**config.mk**
```make
export PLATFORM = sky130hd
export DESIGN_NAME = uart_div_display_flat
export DESIGN_NICKNAME = d
export VERILOG_FILES = /design/src/rtl/uart_div_pkg.sv /design/src/rtl/uart_div_display_if.sv /design/src/rtl/uart_div_display_rx_uart.sv /design/src/rtl/uart_div_display.sv /design/src/flat_wrapper.sv
export SDC_FILE = /design/constraint.sdc
export NUM_CORES = 1
export LEC_CHECK = 0
export CELL_PAD_IN_SITES_DETAIL_PLACEMENT = 1
export CELL_PAD_IN_SITES_GLOBAL_PLACEMENT = 1
export CORE_UTILIZATION = 49
export CTS_BUF_LIST = sky130_fd_sc_hd__clkbuf_16
export DETAILED_ROUTE_END_ITERATION = 8
export GPL_ROUTABILITY_DRIVEN = 0
export PLACE_DENSITY_LB_ADDON = 0.1
export SYNTH_ARGS = -nofsm -noshare
export SYNTH_HDL_FRONTEND = slang
export SYNTH_SLANG_ARGS = --single-unit
export TNS_END_PERCENT = 30
```
**constraint.sdc**
```tcl
create_clock -name clk -period 6.27 [get_ports clk]
set_clock_uncertainty 0.1 [all_clocks]
set_input_delay 1.254 -clock clk [delete_from_list [all_inputs] [get_ports clk]]
set_output_delay 1.254 -clock clk [all_outputs]
set_load 0.05 [all_outputs]
```
**src/rtl/uart_div_pkg.sv**
```systemverilog
// uart_div_pkg: shared constants, state enums, 7-segment glyphs and double-dabble step for uart_div_display
package uart_div_pkg;
  localparam logic [7:0] HEADER_BYTE = 8'h73;
  localparam int DEF_CLK_FREQ = 50_000_000;
  localparam int DEF_BAUD = 9600;
  typedef enum logic [2:0] {WAIT_HA, GET_A, WAIT_HB, GET_B, DIV, BCD, DONE} ctl_state_t;
  typedef enum logic [1:0] {RX_IDLE, RX_START, RX_DATA, RX_STOP} rx_state_t;
  localparam logic [6:0] SEG_E = 7'b0000110;
  localparam logic [6:0] SEG_BLANK = 7'b1111111;
  localparam logic [15:0][6:0] SEG_TABLE = {
    SEG_BLANK, SEG_E, SEG_BLANK, SEG_BLANK, SEG_BLANK, SEG_BLANK,
    7'b0010000, 7'b0000000, 7'b1111000, 7'b0000010, 7'b0010010,
    7'b0011001, 7'b0110000, 7'b0100100, 7'b1111001, 7'b1000000};
  function automatic logic [6:0] glyph(input logic [3:0] n);
    return SEG_TABLE[n];
  endfunction
  function automatic logic [11:0] dd_step(input logic [11:0] d, input logic b);
    logic [11:0] a;
    for (int i = 0; i < 3; i++) a[4*i +: 4] = d[4*i +: 4] >= 4'd5 ? d[4*i +: 4] + 4'd3 : d[4*i +: 4];
    return {a[10:0], b};
  endfunction
endpackage

```
**src/rtl/uart_div_display_if.sv**
```systemverilog
// uart_div_display_if: rx pin, received byte, tx result, BCD result and LED scan outputs; slave = block view, master = board/bench view
interface uart_div_display_if;
  logic rx;
  logic [7:0] rx_data;
  logic rx_ready;
  logic [7:0] tx_data;
  logic tx_ready;
  logic [23:0] y_to_led;
  logic [6:0] led_out;
  logic [5:0] dig;
  modport master(output rx, input rx_data, rx_ready, tx_data, tx_ready, y_to_led, led_out, dig);
  modport slave(input rx, output rx_data, rx_ready, tx_data, tx_ready, y_to_led, led_out, dig);
endinterface

```
**src/rtl/uart_div_display_rx_uart.sv**
```systemverilog
// rx_uart: 8N1 receiver (clk, rst, rx in; data byte out with one-cycle ready pulse), start bit rechecked at half bit, bad stop drops byte
import uart_div_pkg::*;
module rx_uart #(
  parameter int BIT_CYCLES = 5208
) (
  input  logic clk,
  input  logic rst,
  input  logic rx,
  output logic [7:0] data,
  output logic ready
);
  rx_state_t st;
  logic [15:0] cnt;
  logic [2:0] n;
  logic [7:0] sh;
  logic s1, s2, s3;
  always_ff @(posedge clk) begin
    if (rst) begin
      {s3, s2, s1} <= 3'b111;
      st <= RX_IDLE;
      cnt <= '0;
      n <= '0;
      sh <= '0;
      data <= '0;
      ready <= 1'b0;
    end else begin
      {s3, s2, s1} <= {s2, s1, rx};
      ready <= 1'b0;
      cnt <= cnt + 16'd1;
      case (st)
        RX_IDLE: begin
          cnt <= '0;
          if (s3 && !s2) st <= RX_START;
        end
        RX_START: if (cnt == 16'(BIT_CYCLES / 2 - 1)) begin
          cnt <= '0;
          n <= '0;
          st <= s2 ? RX_IDLE : RX_DATA;
        end
        RX_DATA: if (cnt == 16'(BIT_CYCLES - 1)) begin
          cnt <= '0;
          sh <= {s2, sh[7:1]};
          n <= n + 3'd1;
          if (n == 3'd7) st <= RX_STOP;
        end
        default: if (cnt == 16'(BIT_CYCLES - 1)) begin
          st <= RX_IDLE;
          if (s2) begin
            data <= sh;
            ready <= 1'b1;
          end
        end
      endcase
    end
  end
endmodule

```
**src/rtl/uart_div_display.sv**
```systemverilog
// uart_div_display: header-tagged A/B over UART -> Q=A/B, R=A%B as BCD on 6-digit scanned LEDs and tx byte (clk, rst, bus: rx in; rx_data/rx_ready, tx_data/tx_ready, y_to_led, led_out, dig out); LED_ZERO_BLANK_EN blanks leading zeros
import uart_div_pkg::*;
module uart_div_display #(
  parameter int CLK_FREQ = DEF_CLK_FREQ,
  parameter int BAUD = DEF_BAUD,
  parameter int SCAN_CYCLES = 50_000
) (
  input logic clk,
  input logic rst,
  uart_div_display_if.slave bus
);
  localparam int BIT_CYCLES = CLK_FREQ / BAUD;
  ctl_state_t st, nxt;
  logic [7:0] rxd, a, b, q, r;
  logic rdy, ge, blank;
  logic [2:0] cnt, idx;
  logic [8:0] t;
  logic [11:0] bq, br;
  logic [31:0] sc;
  logic [3:0] nib;
  rx_uart #(.BIT_CYCLES(BIT_CYCLES)) u_rx (.clk, .rst, .rx(bus.rx), .data(rxd), .ready(rdy));
  assign bus.rx_data = rxd;
  assign bus.rx_ready = rdy;
  always_ff @(posedge clk) st <= rst ? WAIT_HA : nxt;
  always_comb begin
    nxt = st;
    case (st)
      WAIT_HA: if (rdy && rxd == HEADER_BYTE) nxt = GET_A;
      GET_A:   if (rdy) nxt = WAIT_HB;
      WAIT_HB: if (rdy && rxd == HEADER_BYTE) nxt = GET_B;
      GET_B:   if (rdy) nxt = rxd == 8'd0 ? DONE : DIV;
      DIV:     if (cnt == 3'd7) nxt = BCD;
      BCD:     if (cnt == 3'd7) nxt = DONE;
      default: nxt = WAIT_HA;
    endcase
  end
  assign t = {r, q[7]};
  assign ge = t >= {1'b0, b};
  always_ff @(posedge clk) begin
    if (rst) begin
      {a, b, q, r, bq, br, cnt} <= '0;
      bus.tx_data <= '0;
      bus.tx_ready <= 1'b0;
      bus.y_to_led <= '0;
    end else begin
      bus.tx_ready <= st == DONE;
      cnt <= (st == DIV || st == BCD) ? cnt + 3'd1 : 3'd0;
      if (st == GET_A && rdy) a <= rxd;
      if (st == GET_B && rdy) begin
        b <= rxd;
        q <= a;
        {r, bq, br} <= '0;
      end
      if (st == DIV) begin
        q <= {q[6:0], ge};
        r <= ge ? 8'(t - {1'b0, b}) : t[7:0];
      end
      // q and r stay intact; bits are fed MSB first by index so Q survives for tx_data
      if (st == BCD) begin
        bq <= dd_step(bq, q[~cnt]);
        br <= dd_step(br, r[~cnt]);
      end
      if (st == DONE) begin
        bus.y_to_led <= b == 8'd0 ? 24'hEEEEEE : {bq, br};
        bus.tx_data <= b == 8'd0 ? 8'hFF : q;
      end
    end
  end
  always_ff @(posedge clk) begin
    if (rst) begin
      sc <= '0;
      idx <= '0;
    end else if (sc == 32'(SCAN_CYCLES - 1)) begin
      sc <= '0;
      idx <= idx == 3'd5 ? 3'd0 : idx + 3'd1;
    end else sc <= sc + 32'd1;
  end
  assign nib = bus.y_to_led[{idx, 2'b00} +: 4];
`ifdef LED_ZERO_BLANK_EN
  assign blank = (idx == 3'd5 && bus.y_to_led[23:20] == 4'd0) || (idx == 3'd4 && bus.y_to_led[23:16] == 8'd0) ||
                 (idx == 3'd2 && bus.y_to_led[11:8] == 4'd0) || (idx == 3'd1 && bus.y_to_led[11:4] == 8'd0);
`else
  assign blank = 1'b0;
`endif
  assign bus.dig = ~(6'b1 << idx);
  assign bus.led_out = blank ? SEG_BLANK : glyph(nib);
endmodule

```
**src/flat_wrapper.sv**
```systemverilog
// flat-port wrapper written by rule: the top's interface ports become plain ports
module uart_div_display_flat 
#(
  parameter int CLK_FREQ = DEF_CLK_FREQ,
  parameter int BAUD = DEF_BAUD,
  parameter int SCAN_CYCLES = 50_000
)
  (clk, rst, bus_rx, bus_rx_data, bus_rx_ready, bus_tx_data, bus_tx_ready, bus_y_to_led, bus_led_out, bus_dig);
  uart_div_display_if bus_i ();
  input logic clk;
  input logic rst;
  input wire logic [$bits(bus_i.rx)-1:0] bus_rx;
  output wire logic [$bits(bus_i.rx_data)-1:0] bus_rx_data;
  output wire logic [$bits(bus_i.rx_ready)-1:0] bus_rx_ready;
  output wire logic [$bits(bus_i.tx_data)-1:0] bus_tx_data;
  output wire logic [$bits(bus_i.tx_ready)-1:0] bus_tx_ready;
  output wire logic [$bits(bus_i.y_to_led)-1:0] bus_y_to_led;
  output wire logic [$bits(bus_i.led_out)-1:0] bus_led_out;
  output wire logic [$bits(bus_i.dig)-1:0] bus_dig;
  assign bus_i.rx = bus_rx;
  assign bus_rx_data = bus_i.rx_data;
  assign bus_rx_ready = bus_i.rx_ready;
  assign bus_tx_data = bus_i.tx_data;
  assign bus_tx_ready = bus_i.tx_ready;
  assign bus_y_to_led = bus_i.y_to_led;
  assign bus_led_out = bus_i.led_out;
  assign bus_dig = bus_i.dig;
  uart_div_display #(.CLK_FREQ(CLK_FREQ), .BAUD(BAUD), .SCAN_CYCLES(SCAN_CYCLES)) u_core (.clk(clk), .rst(rst), .bus(bus_i));
endmodule
```
---- After elaboration in Yosys (flattened, before gate mapping) ----
Memories as Yosys holds them, arrays and structs flattened.
Index checks and enable logic that the tools add are counted.
W data, S select, Z words.
storage, ports and cells
  bits in read-only memories .............. 112
  input bits .............................. 3
  flip-flop bits (word level) ............. 171
  memories kept ........................... 1
cells by class
  $lt $le $gt $ge ......................... 9
  reduce and logical (&&, ||, !) cells .... 23
  muxes and demuxes ....................... 44
  shift operators ......................... 2
  bitwise gates (word level) .............. 5
  $add $sub $neg .......................... 12
  eq/ne operators ......................... 25
memory list
  name              depth  width  rd ports  clocked after memory_dff  wr ports  line                RTL
  (name not given)  16     7      1         0                         0         uart_div_pkg.sv:15  return SEG_TABLE[n];
operators with widths
  operator                 number
  $mux W8                  6
  $pmux W16 S3             1
  $mux W12                 3
  $mux W3                  11
  $add A32 B1 Y32 const B  1
  $eq A32 B16 Y1 const B   1
  $mux W16                 2
  $ge A4 B3 Y1 const B     6
  $mux W24                 1
  $shiftx A24 B6 Y4        1
  $eq A3 B3 Y1 const B     6
  $pmux W3 S6              1
  $add A16 B1 Y16 const B  1
  $add A4 B2 Y4 const B    4
  $eq A16 B12 Y1 const B   1
  $eq A16 B13 Y1 const B   1
  $logic_not A8 Y1         2
  $mux W4                  4
  $mux W2                  7
  $ne A2 B2 Y1 const B     6
  $add A3 B1 Y3 const B    3
  $ge A9 B8 Y1             1
  $eq A8 B7 Y1 const B     1
  $ne A2 B1 Y1 const B     4
  31 further kinds         45

---- Logic depth before layout (Yosys ltp) ----
Gate-level depths: netlist (run 1).
  depth in word-level cells ............... 4
  depth in mapped cells ................... 9
  depth with buffers taken out ............ 9

---- Cells and area by module ----
A second synthesis (run 1) with hierarchy kept.
second synthesis, totals
  cells, all modules ...................... 1001
  area total of the unflattened synthesis .. 8590.7 µm²
by module, submodules not included
  module            area an instance (µm²)  cells an instance  times used  seq. area each (µm²)
  uart_div_display  6750.2                  805                1           2602.5
  rx_uart           1840.5                  196                1           820.8

---- Worst setup path after synthesis (run 1) ----
No wires, ideal clock.
  kind .................................... flip-flop to output port
  start ................................... reg u_core.idx[0]
  end ..................................... out bus_led_out[6]
  slack ................................... 1.942 ns
  cell stages (with the launch flop) ...... 8
  required time ........................... 4.916 ns
  arrival time ............................ 2.974 ns
  path through ............................ dfxtp_1 clkbuf_1 mux4_2 a22o_1 ha_1 nor2_1 a21oi_1 o21ai_0
on the way
  cells in the longest elaborated chain, start to end .. 3
ends and longest elaborated chain
  what                           line                    RTL
  start: declaration             uart_div_display.sv:16  logic [2:0] cnt, idx;
  start signal: assignment       uart_div_display.sv:75  idx <= idx == 3'd5 ? 3'd0 : idx + 3'd1;
  $shiftx A24 B6 Y4              uart_div_display.sv:78  assign nib = bus.y_to_led[{idx, 2'b00} +: 4];
  $mem_v2 Z16 W7                 n/a
  $mux W7 (implied by the code)  uart_div_pkg.sv:15
  end: declaration               flat_wrapper.sv:18      output wire logic [$bits(bus_i.led_out)-1:0] bus_led_out;
Every way passes these cells. The select of a mux whose other input is x is not followed.

---- Worst setup path in the final report (run 1) ----
  start ................................... reg u_core.idx[0]
  end ..................................... out bus_led_out[5]
Same word-level chain as after synthesis.

==> results.toml, run 1 <==
[critical_path]
path_class = "reg2out"
path_max_fanout = 17
cp-startpoint = "u_core.idx[0]"
reg2reg_slack_ns = 3.22
path_buf_inv = 1
max_stage_delay_ns = 0.81
crit_chain = "mux4_2 -> a22oi_1 -> ha_1 -> nor2_1 -> a21oi_1 -> nor2_1 -> a21o_1 -> clkdlybuf4s50_1"
timing.rr.start = "u_core.st[0]"
cp_common_cell = "nor2_1"
cp_num_cells = 8
r2r_end = "u_core.bus.tx_data[6]"
slowest_stage = "dfxtp_1"
critPathTopFamily = "flip-flops"
cp-start-kind = "flip-flop"
cp-endpoint = "bus_led_out[5]"
worstPathRequired_ns = 4.92
worst-endpoint-arrival_ns = 3.80
reg2reg_depth = 4
endpoint_kind = "output port"

[placement]
pre_cts_ws_ns = 1.54
place_hpwl_um = 15900
port_buffers = 57

[synthesis]
syn-num-nets = 969
ys_types = 64
synth_adder_area_share_pct = 5.72
yosysTopAreaCell = "dfxtp_1"
synth_compound_area_share_pct = 14.1
ys_seq_elements = 171
avgSynthCellArea_um2 = 8.86
synthTopCellsByCount = "dfxtp_1 (171), nor2_1 (133), nand2_1 (91), a21oi_1 (40), nand3_1 (39)"
postSynthCellCount = 929
synth_xor_area_share_pct = 6.28
synth-edff-count = 0
synth_seq_area_share_pct = 41.6
synth_area_leaders = "dfxtp_1 (42%), nor2_1 (6.1%), ha_1 (5.5%), nand2_1 (4.1%), mux2i_1 (4.1%)"
synth.most_common_cell = "dfxtp_1"
synthArstFlopShare_pct = 0
synth_area_mm2 = 0.00823
muxShareOfSynthArea_pct = 6.87
yosys.area_share.simple_pct = 21.5
synth_top_family_by_area = "simple AND/OR/NAND/NOR gates"
synth_top_flop_cell = "dfxtp_1"
yosys_warnings = 0
synth_top_area_share_pct = 41.6

[timing]
worst_pin_slew_ns = 1.15
period_share_pct = 82.1
setup-tns-final_ns = 0
max_clock_freq_ghz = 0.194
period_minus_slack_ns = 5.15
rsz0062_at_grt = "false"
hold_ws_ns = 0.321
slew_headroom_pct = 23.3
finalMaxSlewViolations = 0
worst_slack_ns = 1.12
setup_viol = 0
finalHoldViolCount = 0

[detailed_routing]
drtIter0Drc = 310
firstDrtPassIters = 4
viasPerCell = 5.80
antenna_left = 0
route.detailed.drc = 0
drt_wl_total_um = 22100
wl_per_cell_um = 18.5
vias = 6915

[min_path]
hp-class = "reg2reg"
min_path_cells = 1

[clock_tree]
clk_latency_ns = 0.43
cts_hold_buf = 0
cts_tree = "done"
cts_max_level = 4
ctsRootBufferMaster = "clkbuf_16"
path_clk_slew_ns = 0.06
cts_max_path_buffers = 2
clock_sinks = 171
ctsResizeCount = 0
cts_setup_buffers = 0
numCtsBuffers = 17

[pwr]
total_power_mw = 2.21
p_leak_nw = 3.45
p_per_area_mw_per_mm2 = 233
peakVddDrop_mv = 0.211

[floorplan]
core_area_mm2 = 0.0165
die_y_um = 132
pin_count = 58
die-area_mm2 = 0.0173
initial_core_util_pct = 50.0
die_w_um = 132
rows = 47

[final_layout]
area_growth_pct = 15.2
final_layout_size_suffix_gt1_share_pct = 8.43
post-route-util_pct = 57.6
diodes = 0
finalNetCount = 1002

[global_route]
grt_pass1_wl_um = 36900
grt_pass1_vias = 7376
grt_overflow = 0
grt_max_degree = 76
antenna_found_initial = 0
grtUsageTotal_pct = 26.6

[flow_run]
maxCapViolations = 0

[outcome]
outcome = "complete, no violations"
[worst min-delay path by stage]
stage,start,end
6_report,u_core.u_rx.s1,u_core.u_rx.s2
3_5_place_dp,u_core.u_rx.s1,u_core.u_rx.s2
3_3_place_gp,u_core.u_rx.s1,u_core.u_rx.s2
4_1_cts,u_core.u_rx.s1,u_core.u_rx.s2
2_1_floorplan,u_core.u_rx.s1,u_core.u_rx.s2
5_1_grt,u_core.u_rx.s1,u_core.u_rx.s2
[layout make-up]
cell class	instances	area, µm²
fill	1904	6990
sequential	171	3420
multi-input combinational	675	4480
inverter	35	131
tap	220	275
timing repair buffer	62	603
clock inverter	13	136
clock buffer	17	425
[layer usage]
layer  vias up  track usage, %  routed length (µm)
li1       3334               -                   -
met1      3459            31.7                9750
met2        86            47.8               11400
met3        36            3.86                 522
met4         0            10.2                 459
met5         -               0                   0
[state kept, by name (all words and copies together) (netlist names)]
name and count:
u_core.u_rx.s1 1, u_core.u_rx.s2 1, u_core.sc 32, u_core.br 12, u_core.u_rx.data 8, u_core.u_rx.cnt 16, u_core.bus.y_to_led 24, u_core.bq 12
u_core.u_rx.n 3, u_core.r 8, u_core.u_rx.s3 1, u_core.bus.tx_ready 1, u_core.q 8, u_core.a 8, u_core.cnt 3, u_core.u_rx.ready 1
u_core.b 8, u_core.idx 3, u_core.bus.tx_data 8, u_core.u_rx.st 2, u_core.st 3, u_core.u_rx.sh 8
[layout by cell type, fill, tap and decap left out, types with 17 or more instances in the layout]
| cell type | n |
|---|---|
| a21oi_1 | 40 |
| o221a_2 | 19 |
| xnor2_1 | 25 |
| xor2_1 | 34 |
| o21ai_0 | 24 |
| nand2_1 | 91 |
| clkbuf_16 | 17 |
| nand3_1 | 39 |
| ha_1 | 36 |
| nor2_1 | 133 |
| dfxtp_1 | 171 |
| clkdlybuf4s50_1 | 56 |
| mux2i_1 | 34 |
| nor3_1 | 21 |
| inv_1 | 37 |
[cells by family (layout without fill, tap and decap cells)]
group | after synthesis | after routing
multiplexers | 46 | 46
buffers and inverters | 83 | 127
flip-flops | 171 | 171
AND/OR/NAND/NOR | 374 | 374
adder cells (fa/ha/maj) | 37 | 37
AO/OA/AOI/OAI | 159 | 159
XOR/XNOR | 59 | 59
[power breakdown]
part           internal (mW)  switching (mW)
sequential              1.09         0.00702
combinational         0.0259          0.0575
clock                  0.611           0.413
[through the flow]
| step | cell area (µm²) | std cells |
|---|---|---|
| 6_report | 9480 | 1193 |
| 2_1_floorplan | 8230 | 929 |
| 3_3_place_gp | 8920 | 1163 |
| 3_5_place_dp | 8920 | 1163 |
| 5_1_grt | 9480 | 1193 |
| 4_1_cts | 9480 | 1193 |
No activity file was read; power rests on OpenSTA's default activity.
==> run 2, diff against run 1 <==
--- a/config.mk
+++ b/config.mk
@@ -7,7 +7,7 @@
 export LEC_CHECK = 0
 export CELL_PAD_IN_SITES_DETAIL_PLACEMENT = 1
 export CELL_PAD_IN_SITES_GLOBAL_PLACEMENT = 1
-export CORE_UTILIZATION = 49
+export CORE_UTILIZATION = 41
 export CTS_BUF_LIST = sky130_fd_sc_hd__clkbuf_16
 export DETAILED_ROUTE_END_ITERATION = 8
 export GPL_ROUTABILITY_DRIVEN = 0
==> constraint.sdc (replaced) <==
create_clock -name clk -period 4.2 [get_ports clk]
set_clock_uncertainty 0.1 [all_clocks]
set_input_delay 0.84 -clock clk [delete_from_list [all_inputs] [get_ports clk]]
set_output_delay 0.84 -clock clk [all_outputs]
set_load 0.05 [all_outputs]
==> run 2 against run 1 <==
Compared with the run above:
- die area grew 19%
- final cell count is 4.3% higher
- combinational power grew 49%
- cell area grew 1.5%
- critical endpoint is now bus_led_out[1]
- sequential power rose by 49%
- largest power group unchanged
==> results.toml, run 2 (synthesis gave the netlist of run 1 again) <==
[outcome]
outcome = "complete, no violations"

[detailed_routing]
drt_wl_total_um = 21100
drtIter0Drc = 238
viasPerCell = 5.41
antenna_left = 0
firstDrtPassIters = 4
route.detailed.drc = 0
wl_per_cell_um = 17.0
vias = 6727

[floorplan]
die-area_mm2 = 0.0206
die_y_um = 144
die_w_um = 144
core_area_mm2 = 0.0196
initial_core_util_pct = 42.0
pin_count = 58
rows = 51

[final_layout]
largest_reg_flops = 32
fin_cells = 1244
regMostFlops = "u_core.sc"
fillCellCount = 2275
mostFrequentLayoutCell = "dfxtp_1"
finalNetCount = 1006
final-seq-area_mm2 = 0.00342
multi_input_area_mm2 = 0.00449
fin_area_mm2 = 0.00963
diodes = 0
area_growth_pct = 16.9
reg_top3 = "u_core.sc x32, u_core.bus.y_to_led x24, u_core.u_rx.cnt x16"
final_cell_mix = "dfxtp_1 (170), nor2_1 (133), nand2_1 (91)"
final_layout_size_suffix_gt1_share_pct = 10.2

[global_route]
grtUsageTotal_pct = 21.9
grt_pass1_wl_um = 35500
grt_max_degree = 51
antenna_found_initial = 0
grt_pass1_vias = 6816
grt_overflow = 0

[timing]
worst_pin_slew_ns = 1.15
period_share_pct = 95.0
max_clock_freq_ghz = 0.251
hold_ws_ns = 0.318
rsz0062_at_grt = "false"
setup-tns-final_ns = 0
worst_slack_ns = 0.210
slew_headroom_pct = 23.1
finalHoldViolCount = 0
setup_viol = 0
period_minus_slack_ns = 3.99
finalMaxSlewViolations = 0

[pwr]
peakVddDrop_mv = 0.289
p_per_area_mw_per_mm2 = 349
p_leak_nw = 3.49

[clock_tree]
cts_hold_buf = 0
cts_max_path_buffers = 2
cts_max_level = 4
clk_latency_ns = 0.44
ctsRootBufferMaster = "clkbuf_16"
numCtsBuffers = 17
clock_sinks = 171
path_clk_slew_ns = 0.07
cts_tree = "done"

[critical_path]
slowest_stage = "clkdlybuf4s50_1"
worstPathRequired_ns = 3.26
max_stage_delay_ns = 0.70
path_class = "reg2out"
cp-start-kind = "flip-flop"
worst-endpoint-arrival_ns = 3.05
path_max_fanout = 8
endpoint_kind = "output port"
crit_chain = "mux4_2 -> a22o_1 -> inv_1 -> ha_1 -> nor2_1 -> a21oi_1 -> clkdlybuf4s50_1"

[placement]
place_hpwl_um = 14800
dpl_cell_area_mm2 = 0.00903
port_buffers = 57
pre_cts_ws_ns = 0.434
dp_cells = 1212

[flow_run]
maxCapViolations = 0

[min_path]
hp-class = "reg2reg"
run 2: cell types whose count changed in the layout (fill, tap and decap cells not counted), moves of 3 or more:
cell	previous run	this run
buf_4	5	13
clkdlybuf4s50_1	56	50
buf_12	0	3
clkinv_2	4	1
clkinvlp_4	1	4
clkinv_4	0	3
run 2: worst paths after layout:
path / start / endpoint / slack, ns / depth (start not counted)
setup reg to reg: u_core.u_rx.cnt[7] / u_core.u_rx.n[1] / 1.49 / 6
hold reg to reg: u_core.u_rx.s1 / u_core.u_rx.s2 / 0.32 / 1
setup / recovery: u_core.idx[0] / bus_led_out[1] / 0.21 / 7
hold / removal: u_core.u_rx.s1 / u_core.u_rx.s2 / 0.32 / 1
run 2: area by class of cell:
type | instances | share of cell area (%)
clock buffer | 17 | 4.42
clock inverter | 15 | 1.72
inverter | 35 | 1.36
multi-input combinational | 675 | 46.6
sequential | 171 | 35.6
tap | 265 | 3.44
timing repair buffer | 66 | 6.84
run 2: power breakdown:
| part | total (mW) | internal (mW) | switching (mW) |
|---|---|---|---|
| Clock | 1.59 | 0.887 | 0.707 |
| Sequential | 1.64 | 1.63 | 0.00956 |
| Combinational | 0.124 | 0.0395 | 0.0844 |
run 2: critical path, delay by kind of cell, from the launching register on:
family | cells | cell delay [ns]
compound gates | 2 | 0.34
fa+ha+maj | 1 | 0.25
buf+inv | 2 | 0.86
flops | 1 | 0.47
mux | 1 | 0.55
simple gates | 1 | 0.15
run 2: repair_timing:
| item | in CTS | in global routing |
|---|---|---|
| setup buffers | 0 | 0 |
| resized for setup | 1 | 1 |
| endpoints found under the setup margin | 1 | 1 |
| pin swaps | 0 | 0 |
run 2: stage by stage:
step | util, % | total power, mW
after detailed placement | 46.1 | 1.80
after floorplan | - | 1.78
after global placement | 46.1 | 1.80
after global routing | 49.1 | 3.48
after CTS | 49.1 | 3.40
final | 49.1 | 3.36
run 2: metal layers:
metal	global-route usage (%)	routed length, µm	vias to the layer above
li1	-	-	3348
met1	28.7	10400	3301
met2	37.1	10000	62
met3	3.83	464	16
met4	5.26	193	0
met5	0	0	-
